[src/rtl/ser_rx_pkg.sv]
// Shared definitions for the serial receive sequencer: byte width default,
// receive state encoding and bit-counter width.
package ser_rx_pkg;

   localparam int unsigned BYTE_W_DEF = 8;
   localparam int unsigned CNT_W      = $clog2(BYTE_W_DEF);

   typedef enum logic {
      IDLE   = 1'b0,
      ACTIVE = 1'b1
   } rx_state_t;

endpackage

[src/rtl/rx_byte_fifo.sv]
// Synchronous byte FIFO with extra-MSB pointers; the output holds the last
// popped byte while empty.
module rx_byte_fifo #(
   parameter int unsigned DEPTH  = 4,
   parameter int unsigned BYTE_W = 8
) (
   input  logic                       inv_serclk,
   input  logic                       reset,
   input  logic                       push,
   input  logic [BYTE_W-1:0]          push_data,
   input  logic                       pop,
   output logic [BYTE_W-1:0]          pop_data,
   output logic                       full,
   output logic                       empty,
   output logic [$clog2(DEPTH):0]     level
);

   localparam int unsigned AW = $clog2(DEPTH);

   logic [AW:0]         r_wptr;
   logic [AW:0]         r_rptr;
   logic [BYTE_W-1:0]   r_mem [DEPTH];
   logic [BYTE_W-1:0]   r_hold;
   logic                w_do_pop;
   logic                w_do_push;

   assign empty     = (r_wptr == r_rptr);
   assign full      = (r_wptr[AW] != r_rptr[AW]) && (r_wptr[AW-1:0] == r_rptr[AW-1:0]);
   assign level     = r_wptr - r_rptr;
   assign w_do_pop  = pop & ~empty;
   // A push into a full FIFO still succeeds when a pop frees a slot this edge.
   assign w_do_push = push & (~full | w_do_pop);
   assign pop_data  = empty ? r_hold : r_mem[r_rptr[AW-1:0]];

   always_ff @(posedge inv_serclk or posedge reset) begin
      if (reset) begin
         r_wptr <= '0;
         r_rptr <= '0;
         r_hold <= '0;
      end else begin
         if (w_do_push) r_wptr <= r_wptr + 1'b1;
         if (w_do_pop) begin
            r_rptr <= r_rptr + 1'b1;
            r_hold <= r_mem[r_rptr[AW-1:0]];
         end
      end
   end

   always_ff @(posedge inv_serclk) begin
      if (w_do_push) r_mem[r_wptr[AW-1:0]] <= push_data;
   end

endmodule

[src/rtl/ser_rx_ctrl.sv]
// Receive sequencer for the serial shift-in register: shift enable, bit
// counting, byte capture into a FIFO, and sticky truncation/overflow status.
module ser_rx_ctrl
   import ser_rx_pkg::*;
#(
   parameter int unsigned DEPTH  = 4,
   parameter int unsigned BYTE_W = BYTE_W_DEF
) (
   input  logic                         inv_serclk,
   input  logic                         reset,
   input  logic                         cs_n,
   input  logic [BYTE_W-1:0]            sr_data,
   output logic                         sr_enable,
   output logic [BYTE_W-1:0]            rd_data,
   output logic                         rd_valid,
   input  logic                         rd_ready,
   output logic [$clog2(DEPTH+1)-1:0]   fifo_level,
   output logic                         overflow,
   output logic                         frame_err,
   input  logic                         clr_status
);

   localparam int unsigned CW = $clog2(BYTE_W);

   rx_state_t        r_state;
   rx_state_t        w_state_nxt;
   logic [CW-1:0]    r_bit_cnt;
   logic             r_byte_done;
   logic             r_overflow;
   logic             r_frame_err;
   logic             w_full;
   logic             w_empty;
   logic             w_pop;
   logic             w_ovf_set;
   logic             w_ferr_set;

   assign sr_enable = ~cs_n;
   assign rd_valid  = ~w_empty;
   assign w_pop     = ~w_empty & rd_ready;
   assign overflow  = r_overflow;
   assign frame_err = r_frame_err;

   always_ff @(posedge inv_serclk or posedge reset) begin
      if (reset) r_state <= IDLE;
      else       r_state <= w_state_nxt;
   end

   always_comb begin
      w_state_nxt = r_state;
      w_ferr_set  = 1'b0;
      w_ovf_set   = r_byte_done & w_full & ~w_pop;
      case (r_state)
         IDLE:   if (!cs_n) w_state_nxt = ACTIVE;
         ACTIVE: begin
            if (cs_n) begin
               w_state_nxt = IDLE;
               w_ferr_set  = (r_bit_cnt != '0);
            end
         end
         default: w_state_nxt = IDLE;
      endcase
   end

   always_ff @(posedge inv_serclk or posedge reset) begin
      if (reset) begin
         r_bit_cnt   <= '0;
         r_byte_done <= 1'b0;
         r_overflow  <= 1'b0;
         r_frame_err <= 1'b0;
      end else begin
         r_byte_done <= sr_enable && (r_bit_cnt == CW'(BYTE_W - 1));
         if (sr_enable) r_bit_cnt <= r_bit_cnt + 1'b1;
         else           r_bit_cnt <= '0;
         // Setting wins over a simultaneous clear.
         if (w_ovf_set)       r_overflow <= 1'b1;
         else if (clr_status) r_overflow <= 1'b0;
         if (w_ferr_set)      r_frame_err <= 1'b1;
         else if (clr_status) r_frame_err <= 1'b0;
      end
   end

   rx_byte_fifo #(
      .DEPTH  (DEPTH),
      .BYTE_W (BYTE_W)
   ) u_fifo (
      .inv_serclk (inv_serclk),
      .reset      (reset),
      .push       (r_byte_done),
      .push_data  (sr_data),
      .pop        (w_pop),
      .pop_data   (rd_data),
      .full       (w_full),
      .empty      (w_empty),
      .level      (fifo_level)
   );

endmodule

[config.mk]
export PLATFORM = sky130hd
export DESIGN_NAME = ser_rx_ctrl
export DESIGN_NICKNAME = d
export VERILOG_FILES = /design/src/rtl/ser_rx_pkg.sv /design/src/rtl/rx_byte_fifo.sv /design/src/rtl/ser_rx_ctrl.sv
export SDC_FILE = /design/constraint.sdc
export NUM_CORES = 1
export LEC_CHECK = 0
export BUFFER_PORTS_ARGS = -buffer_cell sky130_fd_sc_hd__buf_2
export CORE_MARGIN = 10
export CORE_UTILIZATION = 44
export DETAILED_ROUTE_END_ITERATION = 8
export PLACE_DENSITY = 0.66
export SKIP_LAST_GASP = 1
export SLEW_MARGIN = 15
export SYNTH_ARGS = -nofsm -noshare
export SYNTH_HDL_FRONTEND = slang
export SYNTH_SLANG_ARGS = --single-unit
[constraint.sdc]
create_clock -name inv_serclk -period 2.3 [get_ports inv_serclk]
set_input_delay 0.46 -clock inv_serclk [delete_from_list [all_inputs] [get_ports inv_serclk]]
set_output_delay 0.46 -clock inv_serclk [all_outputs]
set_load 0.1 [all_outputs]
# --- Word-level counts from Yosys, hierarchy flattened ---
# Memories as Yosys holds them, arrays and structs flattened.
# Index checks and enable logic that the tools add are counted.
op_classes:
  reduce_logical: 5
  eq_ne: 4
  bitwise_logic: 10
  n_mux: 10
  addsub: 4
op_table:
  columns: ["op", "n"]
  rows:
  - ["$add A3 B1 Y3 const B", 3]
  - ["$mux W1", 8]
  - ["$mux W8", 1]
  - ["$and A1 B1 Y1", 5]
  - ["$not A1 Y1", 4]
  - ["$reduce_bool A2 Y1", 2]
  - ["$eq A3 B3 Y1", 1]
  - ["$eq A3 B3 Y1 const B", 1]
  - ["$mux W3", 1]
  - ["$reduce_bool A3 Y1", 1]
  - ["$sub A3 B3 Y3", 1]
  - ["$eq A2 B2 Y1", 1]
  - ["$logic_and A1 B1 Y1", 2]
  - ["$ne A1 B1 Y1", 1]
  - ["$or A1 B1 Y1", 1]
totals:
  mem_count: 1
  in_bits: 13
  out_inout_bits: 15
  ram_bits: 32
  regBits: 21
  wordCells: 42
memory_table:
  columns: ["memory", "depth", "word_bits", "read_ports", "rd_clocked_by_memory_dff", "write_ports", "line_no", "rtl"]
  rows:
  - ["u_fifo.r_mem", 4, 8, 1, 0, 1, "rx_byte_fifo.sv:22", "logic [BYTE_W-1:0] r_mem [DEPTH];"]

# --- Longest topological paths before layout ---
# Gate-level depths: netlist of the first run.
depth:
  ltp_word: 8
  ltp_mapped: 6
  depth_no_buf: 5

# --- Hierarchy ---
# From an unflattened synthesis of the first run, not the netlist that was laid out.
unflattened:
  cells_unflattened: 136
  area_unflattened_um2: 2293.4
by_module_without_submodules:
  columns: ["mod", "cells_each", "seq_area_each_um2", "instances", "area_per_inst_um2"]
  rows:
  - ["rx_byte_fifo", 109, 1311.3, 1, 1988.2]
  - ["ser_rx_ctrl", 27, 175.2, 1, 305.3]

# --- Worst setup path after synthesis of the first run ---
# No wires, ideal clock.
synth_path:
  path_type: "register to output"
  from: "reg u_fifo.r_wptr[0]"
  to: "out fifo_level[2]"
  arrival_ns: 2.588
  slack_ns: -0.748
  stages_incl_launch_ff: 5
  path_buffers: 0
  cell_sequence: "dfrtp_1 > inv_1 > ha_1 > fa_1 > xnor2_1"
synth_via:
  elab_chain_cells: 1
synth_rtl:
  columns: ["element", "line_no", "rtl"]
  rows:
  - ["start: declaration", "rx_byte_fifo.sv:20", "logic [AW:0] r_wptr;"]
  - ["start signal: assignment", "rx_byte_fifo.sv:41", "if (w_do_push) r_wptr <= r_wptr + 1'b1;"]
  - ["$sub A3 B3 Y3", "rx_byte_fifo.sv:29", "assign level = r_wptr - r_rptr;"]
  - ["end: declaration", "ser_rx_ctrl.sv:17", "output logic [$clog2(DEPTH+1)-1:0] fifo_level,"]
# Every way passes these cells.

# --- Worst setup path after layout of the first run ---
layout_path:
  from: "reg u_fifo.r_rptr[0]"
  to: "out rd_data[3]"
layout_via:
  elab_chain_cells: 2
  elab_cells_between_ends: 3
  classes_between: "eq/ne (1); mux (1); memory (1)"
layout_rtl:
  columns: ["element", "line_no", "rtl"]
  rows:
  - ["start: declaration", "rx_byte_fifo.sv:21", "logic [AW:0] r_rptr;"]
  - ["start signal: assignment", "rx_byte_fifo.sv:43", "r_rptr <= r_rptr + 1'b1;"]
  - ["$mem_v2 Z4 W8 / $eq A3 B3 Y1 (equally long branches)", null, null]
  - ["$mux W8 *", "rx_byte_fifo.sv:33", "assign pop_data = empty ? r_hold : r_mem[r_rptr[AW-1:0]];"]
  - ["end: declaration", "ser_rx_ctrl.sv:14", "output logic [BYTE_W-1:0] rd_data,"]
# Every way passes the cells marked *; elsewhere a longest branch is shown, timed or not.

==> results of run 1 <==
[per-layer routing]
metal / part of all wire [%] / vias up
met5: 0 / -
met4: 0.39 / 0
met3: 4.9 / 2
met2: 53 / 23
met1: 42 / 610
li1: - / 560
[how the worst max path moves through the flow]
stage | from | endpoint | slack [ns] | depth (start not counted)
after global routing | u_fifo.r_rptr[0] | rd_data[3] | -0.11 | 4
after detailed placement | u_fifo.r_wptr[0] | rd_data[1] | 0.12 | 6
after CTS | u_fifo.r_rptr[0] | rd_data[3] | -0.1 | 4
after floorplan | u_fifo.r_rptr[1] | rd_valid | 0.03 | 6
final | u_fifo.r_rptr[0] | rd_data[3] | -0.06 | 4
after global placement | u_fifo.r_wptr[0] | rd_data[1] | 0.16 | 6
[state kept, by name, summed over array words and instances, names as in the netlist]
signal,count
u_fifo.r_mem,32
u_fifo.r_rptr,3
r_bit_cnt,3
u_fifo.r_hold,8
r_state,1
r_byte_done,1
overflow,1
u_fifo.r_wptr,3
frame_err,1
[layout by cell type, fill, tap and decap left out, types with 2 or more instances in the layout]
master    Yosys  routed
and2_2        3       3
buf_12        0      14
buf_2         1      15
buf_4         0      12
clkbuf_8      0       6
dfrtp_1      21      20
edfxtp_1     32      32
ha_1         10       8
ha_4          0       2
inv_1        11       9
mux2_2       18      10
mux2_4        0       8
mux4_2        8       8
nor2b_1       3       3
xnor2_1       5       4
xor2_1        2       2
[final cells by class]
class / instances / area, µm²
Clock buffer: 6 / 82.58
Clock inverter: 2 / 12.51
Fill cell: 357 / 1891
Inverter: 11 / 45.04
Multi-Input combinational cell: 61 / 800.8
Sequential cell: 53 / 1488
Tap cell: 67 / 83.83
Timing Repair Buffer: 41 / 445.4
[repair_timing]
action,4_1_cts,5_1_grt
pin swaps,1,3
endpoints found under the setup margin,10,10
gates resized for setup,2,7
gates cloned,0,0
hold endpoints to repair,0,0
buffers inserted,4,4
[cell families after synthesis]
group,synth area share [%]
fa+ha+maj,6.455
flops,66.11
simple gates,2.949
mux,17.03
buf+inv,2.226
xor+xnor,2.727
compound gates,2.504
[through the flow]
step           hold slack, ns  worst slack, ns  setup TNS, ns
4_1_cts                0.3272         -0.09740        -0.6154
3_3_place_gp           0.4375           0.1627              0
5_1_grt                0.3467          -0.1133        -0.7522
2_1_floorplan          0.4212          0.02745              0
3_5_place_dp           0.4476           0.1164              0
6_report               0.3101         -0.05850        -0.2514
==> impl_metrics.ini, run 1 <==
[run_status]
outcome = finished with violations
violations = negative setup slack

[detailed_routing]
detail-route-antenna-nets = 0
routedWlPerCell_um = 16.02
post_drt_via_cell_ratio = 4.959
wirelength_um = 3862
drt_first_iter_violations = 30
vias = 1195
drc = 0
drt_pass1_iterations = 2

[global_routing]
grtUsageMet3_pct = 3.374
use_met1_pct = 10.67
groute.layer.met2.usage_pct = 16.23
grtUsageTotal_pct = 9.534
grt_pass1_vias = 1320
grt_pass1_wl_um = 6348
antenna_found_initial = 0
grt-ovfl-total = 0
grt_max_degree = 22
grt.busiest_layer = met2

[yosys]
netlist_top_cells_count = edfxtp_1 (32), dfrtp_1 (21), mux2_2 (18)
ys_seq_area_share_pct = 66.11
synth_top_cell_by_area = edfxtp_1
synth_cell_types = 24
synth_most_common_cell = edfxtp_1
synth_area_leaders = edfxtp_1 (43%), dfrtp_1 (23%), mux2_2 (9.0%), mux4_2 (8.0%), ha_1 (5.6%)
synthArstFlopShare_pct = 39.62
synth-seq-cells = 53
synth_edf_count = 32
synth_ff_type = edfxtp_1
avgSynthCellArea_um2 = 17.70
synth_area_um2 = 2248
yosys_warnings = 0
syn_nets = 151
synth_top_area_share_pct = 42.74
syn-instance-count = 127

[timing]
layout_min_cycle_time_ns = 2.358
drv_slew = 0
setup_violations = 8
period_share_pct = 102.5
rsz0062_at_grt = true
hold_violations = 0
skew_ns = 0.005387
max_freq_mhz = 424.0
maxSlewHeadroom_pct = 44.54
worstMarginPinSlew_ns = 0.8310
setup_ws_ns = -0.05850

[cts]
clkSinkCount = 53
clock_path_buffers = 2
clk_latency_ns = 0.30
h-tree-depth = 2
cts_tree = yes
cts-root-buf = clkbuf_8
holdBufCountCts = 0
cts_buffers = 5
cts.clk_slew.worst_paths_ns = 0.09

[place]
io_buffers = 27
gp_congestion = 0.7334
placed_cell_area_um2 = 2744
place_inst = 225
dpl.hpwl_um = 2834

[cells_and_area]
final_nets = 197
final_util_pct = 61.01
design_area_um2 = 2958
areaGrowthSynthToFinish_pct = 31.55
drive_gt1_share_pct = 51.15
finalNonFillerCells = 241
antenna_cells = 0

[die]
die_w_um = 91.49
core_area_um2 = 4848
initial_core_util_pct = 46.37
rows = 25
io_pins = 28
die_y_um = 91.49
dieArea_um2 = 8370

[critical_path]
path_class = reg2out
rr_startpoint = u_fifo.r_wptr[1]
slowest_delay_ns = 0.55
slowest_stage = mux4_2
critPathTopFamily = multiplexers
cpMostUsedCell = buf_12
reg2reg_to = u_fifo.r_hold[1]
critical_path_arrival_ns = 1.90
path_max_fanout = 9
cp_cell_sequence = buf_12, mux4_2, mux2_4, buf_12
timing.critical_path.buf_inv = 2
worstRegToRegCells = 5
cp-end-kind = primary output
worstPathRequired_ns = 1.84
startpoint_type = register
r2r_setup_slack_ns = 0.43

[run]
maxCapViolCount = 0

[worst_hold_path]
hp-class = in2async
Power of run 1 is not shown: default switching activity piles up to over one toggle a cycle in this logic, so the estimate is an artifact.
==> inputs of run 2 (changes only) <==
Settings changed: CELL_PAD_IN_SITES_DETAIL_PLACEMENT from default to 1, CELL_PAD_IN_SITES_GLOBAL_PLACEMENT from default to 2, CORE_UTILIZATION 44 to 38, PLACE_DENSITY 0.66 to default, PLACE_DENSITY_LB_ADDON from default to 0.1.
==> impl_metrics.ini, run 2 (synthesis gave the netlist of run 1 again) <==
[run_status]
outcome = finished with violations
violations = negative setup slack

[critical_path]
path_class = reg2out
slowest_stage = mux4_2
critPathTopFamily = multiplexers
cp_cell_sequence = buf_8, mux4_2, mux2_4, buf_12
timing.critical_path.buf_inv = 2
path_max_fanout = 5
worstPathRequired_ns = 1.84
critical_path_arrival_ns = 1.95
startpoint_type = register
slowest_delay_ns = 0.55
cp-end-kind = primary output

[cells_and_area]
finalNonFillerCells = 245
final_nets = 196
areaGrowthSynthToFinish_pct = 32.33
final_cell_mix = edfxtp_1 (32), dfrtp_1 (19), buf_2 (15)
mostFrequentLayoutCell = edfxtp_1
largest_reg_flops = 32
antenna_cells = 0
drive_gt1_share_pct = 50.87
fill_cells = 539

[die]
io_pins = 28
initial_core_util_pct = 40.09
rows = 27
core_area_um2 = 5608
die_y_um = 96.92
die_w_um = 96.92
dieArea_um2 = 9393

[detailed_routing]
drt_pass1_iterations = 4
routedWlPerCell_um = 18.36
detail-route-antenna-nets = 0
drc = 0
drt_first_iter_violations = 64
vias = 1196
wirelength_um = 4497
post_drt_via_cell_ratio = 4.882

[timing]
hold_violations = 0
skew_ns = 0.01386
tns_ns = -0.7404
setup_violations = 8
rsz0062_at_grt = true
hold-worst-slack_ns = 0.3061
max_freq_mhz = 415.8
setup_ws_ns = -0.1052
maxSlewHeadroom_pct = 44.30
layout_min_cycle_time_ns = 2.405
worstMarginPinSlew_ns = 0.8345
drv_slew = 0
period_share_pct = 104.6

[cts]
cts.clk_slew.worst_paths_ns = 0.09
cts_tree = yes
clkSinkCount = 53
h-tree-depth = 2
cts_buffers = 5
cts-root-buf = clkbuf_8
clock_path_buffers = 2
clk_latency_ns = 0.30

[place]
place_inst = 229
dpl.hpwl_um = 3217
io_buffers = 27
gp_congestion = 0.7148

[global_routing]
grt_pass1_vias = 1320
grt_pass1_wl_um = 7072
grtUsageTotal_pct = 9.448
grt-ovfl-total = 0
grt_max_degree = 22
antenna_found_initial = 0

[run]
maxCapViolCount = 0

[worst_hold_path]
hp-class = in2async
-- run 2: final timing paths --
path / from / endpoint / slack, ns / depth (start not counted)
worst max-delay path: u_fifo.r_rptr[0] / rd_data[4] / -0.11 / 4
worst min-delay path: reset / u_fifo.r_wptr[2] / 0.31 / 2
worst max register to register: u_fifo.r_rptr[0] / u_fifo.r_hold[3] / 0.37 / 5
worst min register to register: r_bit_cnt[0] / r_bit_cnt[0] / 0.45 / 1
max in group asynchronous: reset / u_fifo.r_rptr[0] / 1.42 / 2
min in group inv_serclk: sr_data[1] / u_fifo.r_mem[3][1] / 0.37 / 1
-- run 2: what timing repair did --
action / in CTS / in global routing
hold buffers: 0 / 0
setup buffers: 3 / 4
endpoints found under the hold margin: 0 / 0
cloned: 1 / 1
setup endpoints to repair: 10 / 10
gates resized for setup: 6 / 5
pin swaps: 1 / 0
-- run 2: layout make-up --
| class | instances | area, µm² | share of cell area [%] |
|---|---|---|---|
| Multi-Input combinational cell | 61 | 808.3 | 27.17 |
| Clock buffer | 8 | 80.08 | 2.691 |
| Inverter | 11 | 45.04 | 1.514 |
| Tap cell | 72 | 90.09 | 3.028 |
| Sequential cell | 53 | 1489 | 50.04 |
| Timing Repair Buffer | 40 | 462.9 | 15.56 |
-- run 2: through the flow --
step	util, %	cell area [µm²]	setup WS [ns]
after global placement	48.91	2743	0.1244
final	53.06	2975	-0.1052
after floorplan	-	2312	0.02745
after global routing	53.06	2975	-0.1719
after CTS	51.65	2897	-0.1328
after detailed placement	48.91	2743	0.05695
-- run 2: worst reg2reg max path, stage by stage (launching register included) --
cell and delay (ns):
dfrtp_2 0.48, ha_4 0.31, nand2_4 0.06, buf_4 0.14, o21ai_2 0.43, mux2_2 0.41
-- run 2: routing by layer --
layer  up-vias  wire (µm)  track usage (%)
met5         -          0                0
met4         0         37            4.397
met3         4        112            1.987
met2        22       2367            15.39
met1       614       1980            11.64
li1        556          -                -
Power of run 2 is left out for the same reason.
==> inputs of run 3 (changes only) <==
Settings changed: CORE_UTILIZATION 38 to 42.
Clock period 2.3 ns to 2.6 ns, I/O delays scaled along.
==> impl_metrics.ini, run 3 (synthesis gave the netlist of run 1 again) <==
[run_status]
outcome = complete, no violations

[global_routing]
grtUsageTotal_pct = 11.48
grt-ovfl-total = 0
grt_pass1_wl_um = 7555
antenna_found_initial = 0
grt_max_degree = 22
grt_pass1_vias = 1371

[cts]
h-tree-depth = 2
clk_latency_ns = 0.31
cts.clk_slew.worst_paths_ns = 0.10
cts_buffers = 5
clkSinkCount = 53
cts_tree = yes
clock_path_buffers = 2
cts-root-buf = clkbuf_8

[detailed_routing]
post_drt_via_cell_ratio = 4.974
drt_first_iter_violations = 34
wirelength_um = 4508
drt_pass1_iterations = 4
drc = 0
routedWlPerCell_um = 19.18
vias = 1169
detail-route-antenna-nets = 0

[die]
io_pins = 28
core_area_um2 = 5140
rows = 26
die_y_um = 93.17
initial_core_util_pct = 43.74
dieArea_um2 = 8680
die_w_um = 93.17

[critical_path]
cp_cell_sequence = inv_1, ha_1, nand2_2, nor2_4, mux2_2, buf_4
cp-end-kind = primary output
critical_path_arrival_ns = 1.99
slowest_stage = dfrtp_1
worstPathRequired_ns = 2.08
r2r_setup_slack_ns = 0.52
path_class = reg2out
slowest_delay_ns = 0.35
startpoint_type = register
path_max_fanout = 5

[place]
placed_cell_area_um2 = 2522
gp_congestion = 0.7739
dpl.hpwl_um = 3211
place_inst = 225
pre_cts_ws_ns = 0.1282
io_buffers = 27

[worst_hold_path]
hp-class = in2async

[cells_and_area]
finalNonFillerCells = 235
mostFrequentLayoutCell = edfxtp_1
final_nets = 188
design_area_um2 = 2678
antenna_cells = 0
final_cell_mix = edfxtp_1 (32), dfrtp_1 (21), mux2_2 (18)
areaGrowthSynthToFinish_pct = 19.09
final_util_pct = 52.09
drive_gt1_share_pct = 45.45
largest_reg_flops = 32

[timing]
layout_min_cycle_time_ns = 2.510
worstMarginPinSlew_ns = 0.8278
maxSlewHeadroom_pct = 44.75
skew_ns = 0.01473
drv_slew = 0
period_share_pct = 96.53
setup_violations = 0
setup_ws_ns = 0.09034
hold_violations = 0
max_freq_mhz = 398.5

[run]
maxCapViolCount = 0
## run 3: cell count changes in the layout (fill, tap and decap cells not counted), moves of 5 or more
cell	before	now
buf_12	14	2
mux2_2	10	18
mux2_4	8	0
buf_6	0	5
## run 3: cell type report
| type | instances | area (µm²) |
|---|---|---|
| clock buffer | 6 | 72.57 |
| clock inverter | 2 | 10.01 |
| fill | 522 | 2462 |
| inverter | 11 | 41.29 |
| multi-input combinational | 62 | 745.7 |
| sequential | 53 | 1486 |
| tap | 70 | 87.58 |
| timing repair buffer | 31 | 234.0 |
## run 3: per-layer routing
layer / share of wire [%] / wire length (µm) / global-route usage (%)
met1: 43 / 1946 / 13.05
met2: 51 / 2305 / 19.51
met3: 4.1 / 186 / 3.757
met4: 1.5 / 69 / 4.627
met5: 0 / 0 / 0
## run 3: path summary, 6_finish.rpt
kind	start	to	cells after the start
max in group asynchronous	reset	u_fifo.r_rptr[0]	2
hold reg to reg	r_bit_cnt[0]	r_bit_cnt[0]	1
min in group inv_serclk	sr_data[1]	u_fifo.r_mem[1][1]	1
setup reg to reg	u_fifo.r_wptr[0]	u_fifo.r_hold[0]	6
setup / recovery	u_fifo.r_wptr[0]	rd_data[1]	6
hold / removal	reset	u_fifo.r_hold[7]	2
## run 3: what timing repair did
item,4_1_cts,5_1_grt
buffers inserted,0,1
setup endpoints to repair,8,8
gates resized for setup,7,13
gates cloned,1,0
pin swaps,0,1
hold buffers,0,0
## run 3: worst max-delay path: cells and delay by family, from the launching register on
kind          cells  cell delay (ns)
flops             1             0.35
simple gates      2             0.33
buf+inv           2             0.32
fa+ha+maj         1             0.32
mux               1             0.35
## run 3: stage by stage
stage / setup TNS (ns) / hold WS [ns]
floorplan: 0 / 0.4212
finish: 0 / 0.3563
global placement: 0 / 0.4376
detailed placement: 0 / 0.4681
CTS: -0.09330 / 0.3847
global route: -0.01029 / 0.4027
Power of run 3 is left out for the same reason.
